--- src/rtl/imem_prog_loader_pkg.sv ---
// Shared definitions for the instruction-memory program loader: FSM state
// encoding and parameter defaults.
package imem_prog_loader_pkg;

    localparam int unsigned DEF_MEM_DEPTH   = 4096;
    localparam logic [7:0]  DEF_SYNC_BYTE   = 8'hA5;
    localparam int unsigned DEF_GAP_TIMEOUT = 100000;

    typedef enum logic [3:0] {
        S_IDLE,
        S_ADDR_H,
        S_ADDR_L,
        S_CNT_H,
        S_CNT_L,
        S_DATA_H,
        S_DATA_L,
        S_CSUM,
        S_FINISH
    } loader_state_e;

endpackage

--- src/rtl/imem_prog_loader_gap_timer.sv ---
// Inter-byte gap timer: counts idle cycles while enabled, restarts on clear,
// and flags expiry once the count reaches TIMEOUT.
module loader_gap_timer #(
    parameter int unsigned TIMEOUT = 100000
) (
    input  logic clk,
    input  logic reset,
    input  logic i_clear,
    input  logic i_enable,
    output logic o_expire
);

    localparam int unsigned CW = $clog2(TIMEOUT + 1);

    logic [CW-1:0] r_cnt;

    always_ff @(posedge clk or negedge reset) begin
        if (!reset) begin
            r_cnt <= '0;
        end else if (!i_enable || i_clear) begin
            r_cnt <= '0;
        end else if (r_cnt != CW'(TIMEOUT)) begin
            r_cnt <= r_cnt + CW'(1);
        end
    end

    assign o_expire = i_enable && (r_cnt == CW'(TIMEOUT));

endmodule

--- src/rtl/imem_prog_loader.sv ---
// Program-image loader: unpacks a UART byte frame into 16-bit instruction writes.
// Define IMEM_LOADER_CHECKSUM_EN to require a trailing XOR checksum byte.
module imem_prog_loader
    import imem_prog_loader_pkg::*;
#(
    parameter int unsigned MEM_DEPTH   = DEF_MEM_DEPTH,
    parameter logic [7:0]  SYNC_BYTE   = DEF_SYNC_BYTE,
    parameter int unsigned GAP_TIMEOUT = DEF_GAP_TIMEOUT
) (
    input  logic        clk,
    input  logic        reset,
    input  logic [7:0]  rx_data,
    input  logic        rx_valid,
    output logic        wr_en,
    output logic [15:0] wr_addr,
    output logic [15:0] wr_data,
    output logic        load_busy,
    output logic        load_done,
    output logic        load_err,
    output logic [15:0] boot_pc
);

`ifdef IMEM_LOADER_CHECKSUM_EN
    localparam loader_state_e END_STATE = S_CSUM;
`else
    localparam loader_state_e END_STATE = S_FINISH;
`endif

    loader_state_e r_state, w_state_nxt;
    logic [15:0] r_start, w_start_nxt;
    logic [15:0] r_addr, w_addr_nxt;
    logic [15:0] r_rem, w_rem_nxt;
    logic [7:0]  r_hi, w_hi_nxt;
    logic        r_wr_en, w_wr_en_nxt;
    logic [15:0] r_wr_addr, w_wr_addr_nxt;
    logic [15:0] r_wr_data, w_wr_data_nxt;
    logic        r_busy, w_busy_nxt;
    logic        r_done, w_done_nxt;
    logic        r_err, w_err_nxt;
    logic [15:0] r_boot_pc, w_boot_nxt;
    logic [15:0] w_cnt;
    logic        w_fits;
    logic        w_expire;
`ifdef IMEM_LOADER_CHECKSUM_EN
    logic [7:0]  r_csum, w_csum_nxt;
`endif

    loader_gap_timer #(
        .TIMEOUT (GAP_TIMEOUT)
    ) u_gap_timer (
        .clk      (clk),
        .reset    (reset),
        .i_clear  (rx_valid),
        .i_enable (r_state != S_IDLE),
        .o_expire (w_expire)
    );

    // 17-bit sum so a start near 0xFFFF cannot wrap into range.
    assign w_cnt  = {r_rem[15:8], rx_data};
    assign w_fits = ({1'b0, r_start} + {1'b0, w_cnt}) <= 17'(MEM_DEPTH);

    always_ff @(posedge clk or negedge reset) begin
        if (!reset) begin
            r_state   <= S_IDLE;
            r_start   <= '0;
            r_addr    <= '0;
            r_rem     <= '0;
            r_hi      <= '0;
            r_wr_en   <= 1'b0;
            r_wr_addr <= '0;
            r_wr_data <= '0;
            r_busy    <= 1'b0;
            r_done    <= 1'b0;
            r_err     <= 1'b0;
            r_boot_pc <= '0;
`ifdef IMEM_LOADER_CHECKSUM_EN
            r_csum    <= '0;
`endif
        end else begin
            r_state   <= w_state_nxt;
            r_start   <= w_start_nxt;
            r_addr    <= w_addr_nxt;
            r_rem     <= w_rem_nxt;
            r_hi      <= w_hi_nxt;
            r_wr_en   <= w_wr_en_nxt;
            r_wr_addr <= w_wr_addr_nxt;
            r_wr_data <= w_wr_data_nxt;
            r_busy    <= w_busy_nxt;
            r_done    <= w_done_nxt;
            r_err     <= w_err_nxt;
            r_boot_pc <= w_boot_nxt;
`ifdef IMEM_LOADER_CHECKSUM_EN
            r_csum    <= w_csum_nxt;
`endif
        end
    end

    always_comb begin
        w_state_nxt   = r_state;
        w_start_nxt   = r_start;
        w_addr_nxt    = r_addr;
        w_rem_nxt     = r_rem;
        w_hi_nxt      = r_hi;
        w_wr_en_nxt   = 1'b0;
        w_wr_addr_nxt = r_wr_addr;
        w_wr_data_nxt = r_wr_data;
        w_busy_nxt    = r_busy;
        w_done_nxt    = 1'b0;
        w_err_nxt     = 1'b0;
        w_boot_nxt    = r_boot_pc;
`ifdef IMEM_LOADER_CHECKSUM_EN
        w_csum_nxt    = r_csum;
        if (rx_valid && (r_state inside {S_ADDR_H, S_ADDR_L, S_CNT_H, S_CNT_L, S_DATA_H, S_DATA_L}))
            w_csum_nxt = r_csum ^ rx_data;
`endif
        // Timeout wins over a byte arriving in the same cycle.
        if (w_expire) begin
            w_state_nxt = S_IDLE;
            w_busy_nxt  = 1'b0;
            w_err_nxt   = 1'b1;
        end else begin
            case (r_state)
                S_IDLE: begin
                    if (rx_valid && rx_data == SYNC_BYTE) begin
                        w_state_nxt = S_ADDR_H;
                        w_busy_nxt  = 1'b1;
`ifdef IMEM_LOADER_CHECKSUM_EN
                        w_csum_nxt  = '0;
`endif
                    end
                end
                S_ADDR_H: if (rx_valid) begin
                    w_start_nxt[15:8] = rx_data;
                    w_state_nxt       = S_ADDR_L;
                end
                S_ADDR_L: if (rx_valid) begin
                    w_start_nxt[7:0] = rx_data;
                    w_state_nxt      = S_CNT_H;
                end
                S_CNT_H: if (rx_valid) begin
                    w_rem_nxt[15:8] = rx_data;
                    w_state_nxt     = S_CNT_L;
                end
                S_CNT_L: if (rx_valid) begin
                    if (!w_fits) begin
                        w_state_nxt = S_IDLE;
                        w_busy_nxt  = 1'b0;
                        w_err_nxt   = 1'b1;
                    end else begin
                        w_rem_nxt   = w_cnt;
                        w_addr_nxt  = r_start;
                        w_state_nxt = (w_cnt == 16'd0) ? END_STATE : S_DATA_H;
                    end
                end
                S_DATA_H: if (rx_valid) begin
                    w_hi_nxt    = rx_data;
                    w_state_nxt = S_DATA_L;
                end
                S_DATA_L: if (rx_valid) begin
                    w_wr_en_nxt   = 1'b1;
                    w_wr_addr_nxt = r_addr;
                    w_wr_data_nxt = {r_hi, rx_data};
                    w_addr_nxt    = r_addr + 16'd1;
                    w_rem_nxt     = r_rem - 16'd1;
                    w_state_nxt   = (r_rem == 16'd1) ? END_STATE : S_DATA_H;
                end
`ifdef IMEM_LOADER_CHECKSUM_EN
                S_CSUM: if (rx_valid) begin
                    w_state_nxt = S_IDLE;
                    w_busy_nxt  = 1'b0;
                    if (rx_data == r_csum) begin
                        w_done_nxt = 1'b1;
                        w_boot_nxt = r_start;
                    end else begin
                        w_err_nxt  = 1'b1;
                    end
                end
`endif
                S_FINISH: begin
                    w_state_nxt = S_IDLE;
                    w_busy_nxt  = 1'b0;
                    w_done_nxt  = 1'b1;
                    w_boot_nxt  = r_start;
                end
                default: w_state_nxt = S_IDLE;
            endcase
        end
    end

    assign wr_en     = r_wr_en;
    assign wr_addr   = r_wr_addr;
    assign wr_data   = r_wr_data;
    assign load_busy = r_busy;
    assign load_done = r_done;
    assign load_err  = r_err;
    assign boot_pc   = r_boot_pc;

endmodule

--- config.mk ---
export PLATFORM = sky130hd
export DESIGN_NAME = imem_prog_loader
export DESIGN_NICKNAME = d
export VERILOG_FILES = /design/src/rtl/imem_prog_loader_pkg.sv /design/src/rtl/imem_prog_loader_gap_timer.sv /design/src/rtl/imem_prog_loader.sv
export SDC_FILE = /design/constraint.sdc
export NUM_CORES = 1
export LEC_CHECK = 0
export ABC_AREA = 1
export CORE_MARGIN = 10
export CORE_UTILIZATION = 58
export DETAILED_ROUTE_END_ITERATION = 6
export PLACE_DENSITY = 0.84
export SLEW_MARGIN = 0
export SYNTH_ARGS = -nofsm -noshare
export SYNTH_HDL_FRONTEND = slang
export SYNTH_HIERARCHICAL = 1
export SYNTH_SLANG_ARGS = --single-unit
--- constraint.sdc ---
create_clock -name clk -period 3.3 [get_ports clk]
set_input_delay 0.495 -clock clk [delete_from_list [all_inputs] [get_ports clk]]
set_output_delay 0.495 -clock clk [all_outputs]
set_load 0.03 [all_outputs]
==> metrics.txt, run 1 <==
RSZ-0062 raised after global routing no; initial antenna violation count 0; CTS tree yes; Die X-Extent 132.6 um; num rows 41; WL/cell 15.53 um; Cells after Synth 988; setup slack, reg-to-reg 0.57 ns; reg2reg start r_state[3]; Peak Freq 358.1 MHz; worst-path fanout max 24; Clock Tree Root clkbuf_16; CP Capture Type flip-flop; Clock Path Buffers 2; I/O pin total 63; Final Hold Vio Count 0; commonest non-fill, non-tap cells in the layout 331 x nand2_1, 129 x dfrtp_1, 98 x inv_1; sequential area share after synthesis 43.88%; Period minus WS final 2.792 ns; EDFF count, synth 0; CTS buffer count 17; Hold Slack 0.1853 ns; reg-to-reg critical path endpoint r_rem[10]; first-pass GRT wire length 32.75 mm; clk_lat worst skew 0.43 ns; postcts setup bufs 0; Crit Path Category in2reg; largest net degree at the start of global routing 70; Synth Register Bits 129; status complete, no violations; Avg Inst Size Synth 7.446 sq um; Max Cap Viol 0; overflow left after global routing 0; routed vias 6877; Leak Pwr 4.448 nW; Final Slew Violations 0; prevailing post-synth register cell dfrtp_1; Core Area 0.01252 sq mm; cells on worst reg2reg path 14; Mapped Area 0.007357 sq mm; number of global-route vias before repair 6614; cell taking the most area after synthesis dfrtp_1; HP Class in2async; VDD IR max 0.4699 mV; n_diodes 0; WP data arrival 3.10 ns; Post-Route WL 19.40 mm; Reg clk slew, reported paths 0.06 ns; Worst Max-Slew Pin Slew 0.8659 ns; Via density 5.506; 1st-iter DRT viols 686; Starting Density 58.78%; CTS Hold Bufs 0; global placement routability congestion 0.9757; overall die area 0.01759 sq mm; Distinct cells, synth 40; nets@finish 1097; post-CTS sizing 0; Layout area overhead 20.29%; skew final 0.01157 ns; DP Wirelength 14.07 mm; top cells by area, synth dfrtp_1 44%, nand2_1 17%, o21ai_0 5.5%, nand3_1 5.2%, inv_1 5.0%; Pwr per Cell Area 924.0 mW/mm^2; Final setup viols 0; buffers added on ports 62; clk sinks 129; die height 132.6 um; Worst setup SP type primary input; antenna viol nets, final 0; Slew HR 42.27%; commonest non-fill, non-tap cell in the layout nand2_1; Tot GR Track Use 22.60%; Tcrit/Tclk final 84.62%; Mapped Nets 1021; htree depth 4; post-synthesis async set-or-reset flop share 100.0%; DRC viols 0; CP required 3.61 ns; setup TNS 0 ns; drt pass-1 iters 5; Yosys Warn Count 6; top cell type's share of synthesized area 43.88%; share of cells above drive strength 1 8.357%
==> where the power goes <==
group / leakage (nW) / switching (mW) / internal (mW)
clock: 0.296 / 0.693 / 1.30
combinational: 2.47 / 2.19 / 1.28
sequential: 1.68 / 0.596 / 2.12
==> worst max-delay path by stage <==
stage / from / endpoint / slack, ns / depth (start not counted)
2_1_floorplan: rx_data[0] / r_addr[2] / 0.73 / 16
3_3_place_gp: rx_data[0] / r_addr[15] / 0.19 / 16
3_5_place_dp: rx_data[0] / r_addr[2] / 0.13 / 16
4_1_cts: rx_data[0] / r_addr[10] / 0.51 / 16
5_1_grt: rx_data[0] / r_addr[15] / 0.25 / 16
6_report: rx_data[0] / r_addr[10] / 0.51 / 16
==> worst max-delay path, cell delays in order <==
cell and delay, ns:
clkdlybuf4s50_1 0.50, ha_1 0.21, fa_1 0.41, or2_2 0.30
nor2_1 0.10, nand3_1 0.08, nor2_1 0.08, nand2_1 0.05
nor2_1 0.08, nand4_1 0.09, nand2_1 0.15, nand2_2 0.09
nand2_4 0.09, nand2_4 0.17, nand2_1 0.13, nand2_1 0.07
==> synth_stat cells, drive strengths merged, types with 2 or more instances <==
cell type and instances:
ha 21, clkbuf 11, a21oi 26, nand3 77
a31oi 5, nand3b 4, dfrtp 129, mux2 16
nor3 9, xnor2 6, o21bai 4, inv 102
nand2 338, xor2 11, nand4 17, o21ai 83
or2 2, buf 13, nor2 101, nor4 4
==> sequential cells by signal (all words and copies together) (netlist names), 8 cells and up <==
signal / flops
u_gap_timer/r_cnt: 17
wr_data: 16
r_start: 16
wr_addr: 16
r_rem: 16
r_addr: 16
boot_pc: 16
r_hi: 8
==> metrics by stage <==
step	cell area [sq um]	utilization [%]	power, mW	std cells	setup slack [ns]
floorplan	7357	-	5.004	988	0.7252
global placement	8228	65.73	6.023	1217	0.1903
detailed placement	8228	65.73	6.127	1217	0.1318
CTS	8850	70.70	8.153	1249	0.5145
global route	8850	70.70	8.792	1249	0.2472
finish	8850	70.70	8.177	1249	0.5076
==> area by class of cell <==
class | instances | area [sq um]
clock inverter | 10 | 157.7
sequential | 129 | 3228
tap | 172 | 215.2
timing repair buffer | 81 | 785.8
inverter | 103 | 386.6
multi-input combinational | 732 | 3612
clock buffer | 22 | 464.2
fill | 1023 | 3667
==> cells by family (layout without fill, tap and decap cells) <==
| group | count (synthesis) | count (layout) | synth area share (%) |
|---|---|---|---|
| xor+xnor | 17 | 17 | 2.024 |
| mux | 17 | 17 | 2.585 |
| fa+ha+maj | 22 | 22 | 3.844 |
| flops | 129 | 129 | 43.88 |
| buf+inv | 127 | 216 | 7.024 |
| simple gates | 552 | 552 | 31.67 |
| compound gates | 124 | 124 | 8.980 |
==> metal layers <==
layer	part of all wire, %	global-route usage (%)	vias up
li1	-	-	3341
met1	43	28.75	3216
met2	47	36.79	275
met3	6.9	5.185	45
met4	3.0	8.252	0
met5	0	0	-
Power figures use the tool's default switching activity.
==> inputs of run 2 (changes only) <==
--- a/config.mk
+++ b/config.mk
@@ -7,9 +7,9 @@
 export LEC_CHECK = 0
 export ABC_AREA = 1
 export CORE_MARGIN = 10
-export CORE_UTILIZATION = 58
+export CORE_UTILIZATION = 53
 export DETAILED_ROUTE_END_ITERATION = 6
-export PLACE_DENSITY = 0.84
+export PLACE_DENSITY = 0.81
 export SLEW_MARGIN = 0
 export SYNTH_ARGS = -nofsm -noshare
 export SYNTH_HDL_FRONTEND = slang
==> constraint.sdc (replaced) <==
create_clock -name clk -period 2.4 [get_ports clk]
set_input_delay 0.36 -clock clk [delete_from_list [all_inputs] [get_ports clk]]
set_output_delay 0.36 -clock clk [all_outputs]
set_load 0.03 [all_outputs]
==> run 2 against run 1 <==
Effect of this change: the run now ends with negative setup slack left; cell area is 8.4% higher; largest power group unchanged; critical endpoint is now r_addr[12]; hold slack gained 0.27 ns; total power is 50% higher; clock power increased by 37%; via count grew 6.7%; count of clock-buffer cells in the layout decreased by 1; sequential cell count unchanged; clock skew about the same; non-clock buffer count is 55 higher; critical path depth unchanged.
==> metrics.txt, run 2 (synthesis results as in run 1) <==
htree depth 4; first-pass GRT wire length 34.19 mm; max FFs per register 17; DRC viols 0; Final Slew Violations 0; overall die area 0.01899 sq mm; I/O pin total 63; skew final 0.01146 ns; DP Wirelength 14.99 mm; n_diodes 0; CP Capture Type flip-flop; Crit Path Category reg2reg; WL/cell 16.51 um; Die X-Extent 137.8 um; crit path max-delay cell type fa_2; Peak Freq 378.7 MHz; Leak Pwr 4.792 nW; setup TNS -4.579 ns; Layout area overhead 30.34%; RSZ-0062 raised after global routing yes; cells on worst reg2reg path 16; die height 137.8 um; setup slack, reg-to-reg -0.24 ns; final instance area 0.009589 sq mm; Final setup viols 28; dpl cells 1267; nets@finish 1155; CTS tree yes; violated checks negative setup slack; CP bufs+invs 2; final setup margin -0.2409 ns; VDD IR max 0.7631 mV; routed vias 7336; WP data arrival 3.01 ns; Worst setup SP type flip-flop; worst-path fanout max 6; Worst path depth 16; HP Class in2async; Via density 5.596; CP required 2.77 ns; Tcrit/Tclk final 110.0%; Clock Path Buffers 2; commonest non-fill, non-tap cells in the layout 308 x nand2_1, 129 x dfrtp_1, 98 x inv_1; initial antenna violation count 0; Slew HR 65.38%; Worst Max-Slew Pin Slew 0.5193 ns; clk sinks 129; antenna viol nets, final 0; kind of cell adding the most delay to the critical path simple AND/OR/NAND/NOR gates; share of cells above drive strength 1 17.18%; Reg clk slew, reported paths 0.06 ns; 1st-iter DRT viols 737; reg-to-reg critical path endpoint r_addr[12]; register with the most flip-flops u_gap_timer/r_cnt; total power 12.29 mW; global placement routability congestion 0.9469; crit path launch r_start[0]; Starting Density 54.90%; Tot GR Track Use 22.63%; commonest non-fill, non-tap cell in the layout nand2_1; Period minus WS final 2.641 ns; num rows 42; Clock Tree Root clkbuf_16; Max Cap Viol 0; buffers added on ports 62; Core Area 0.01340 sq mm; clk_lat worst skew 0.43 ns; Critical Path Sink r_addr[12]; drt pass-1 iters 6; largest net degree at the start of global routing 52; Hold Slack 0.4534 ns; status complete, but fails checks; reg2reg start r_start[0]; Post-Route WL 21.64 mm; slowest stage delay, CP 0.43 ns; overflow left after global routing 0; Non-Filler Instances 1311; number of global-route vias before repair 7054; crit-path cells ha_2, fa_2, or2_4, nor2_2, nand3_1, nor2_1, nand2_1, nor2_2, nand4_1, nand2_2, nand2_2, nand2_4, buf_12, clkbuf_16, nand3_1, nand2_1; Pwr per Cell Area 1282 mW/mm^2; Area after DPL 0.008608 sq mm; CTS buffer count 17; Final Hold Vio Count 0
## run 2: cell count changes in the layout (fill, tap and decap cells not counted), moves of 8 or more
cell,before,now
buf_4,18,65
nor2_2,4,12
nor2_1,93,84
nand2_2,5,27
nand2_1,331,308
## run 2: layer usage
layer  share of wire, %  routed length [um]  track usage [%]  up-vias
met5                  0                   0                0        -
met4                2.8                 602            8.806        0
met3                7.3                1574            4.734       54
met2                 48               10420            37.25      328
met1                 42                9041            28.55     3493
li1                   -                   -                -     3461
## run 2: final cells by class
type | instances | area [sq um]
fillers | 1000 | 3811
clock inverters | 11 | 151.4
inverters | 103 | 386.6
multi-input cells | 735 | 3864
well taps | 176 | 220.2
clock buffers | 21 | 470.5
flip-flops and latches | 129 | 3228
repair buffers | 136 | 1269
## run 2: worst min path at each step
stage | endpoint | cells after the start | slack [ns]
floorplan | boot_pc[0] | 0 | 0.06
global placement | u_gap_timer/r_cnt[14] | 1 | 0.36
detailed placement | u_gap_timer/r_cnt[15] | 1 | 0.37
CTS | u_gap_timer/r_cnt[15] | 2 | 0.47
global route | u_gap_timer/r_cnt[15] | 2 | 0.50
finish | u_gap_timer/r_cnt[15] | 2 | 0.45
## run 2: stage by stage
stage	utilization [%]	worst slack, ns
after floorplan	-	0.001972
after global placement	64.24	-0.4961
after detailed placement	64.24	-0.5859
after CTS	70.21	-0.1235
after global routing	71.56	-0.3782
final	71.56	-0.2409
## run 2: where the power goes
part	switching (mW)	internal (mW)
clock	1.00	1.72
sequential	0.710	2.91
combinational	3.58	2.36
## run 2: repair_timing
item	in CTS	in global routing
hold endpoints to repair	35	0
hold buffers	1	0
endpoints found under the setup margin	28	70
gates resized for setup	23	41
setup buffers	4	5
cloned	3	2
pin swaps	8	19
==> inputs of run 3 (changes only) <==
--- a/config.mk
+++ b/config.mk
@@ -6,6 +6,7 @@
 export NUM_CORES = 1
 export LEC_CHECK = 0
 export ABC_AREA = 1
+export ABC_CLOCK_PERIOD_IN_PS = 2400
 export CORE_MARGIN = 10
 export CORE_UTILIZATION = 53
 export DETAILED_ROUTE_END_ITERATION = 6
==> results of run 3 <==
The final DEF is identical to that of run 2; final timing and power are the same.
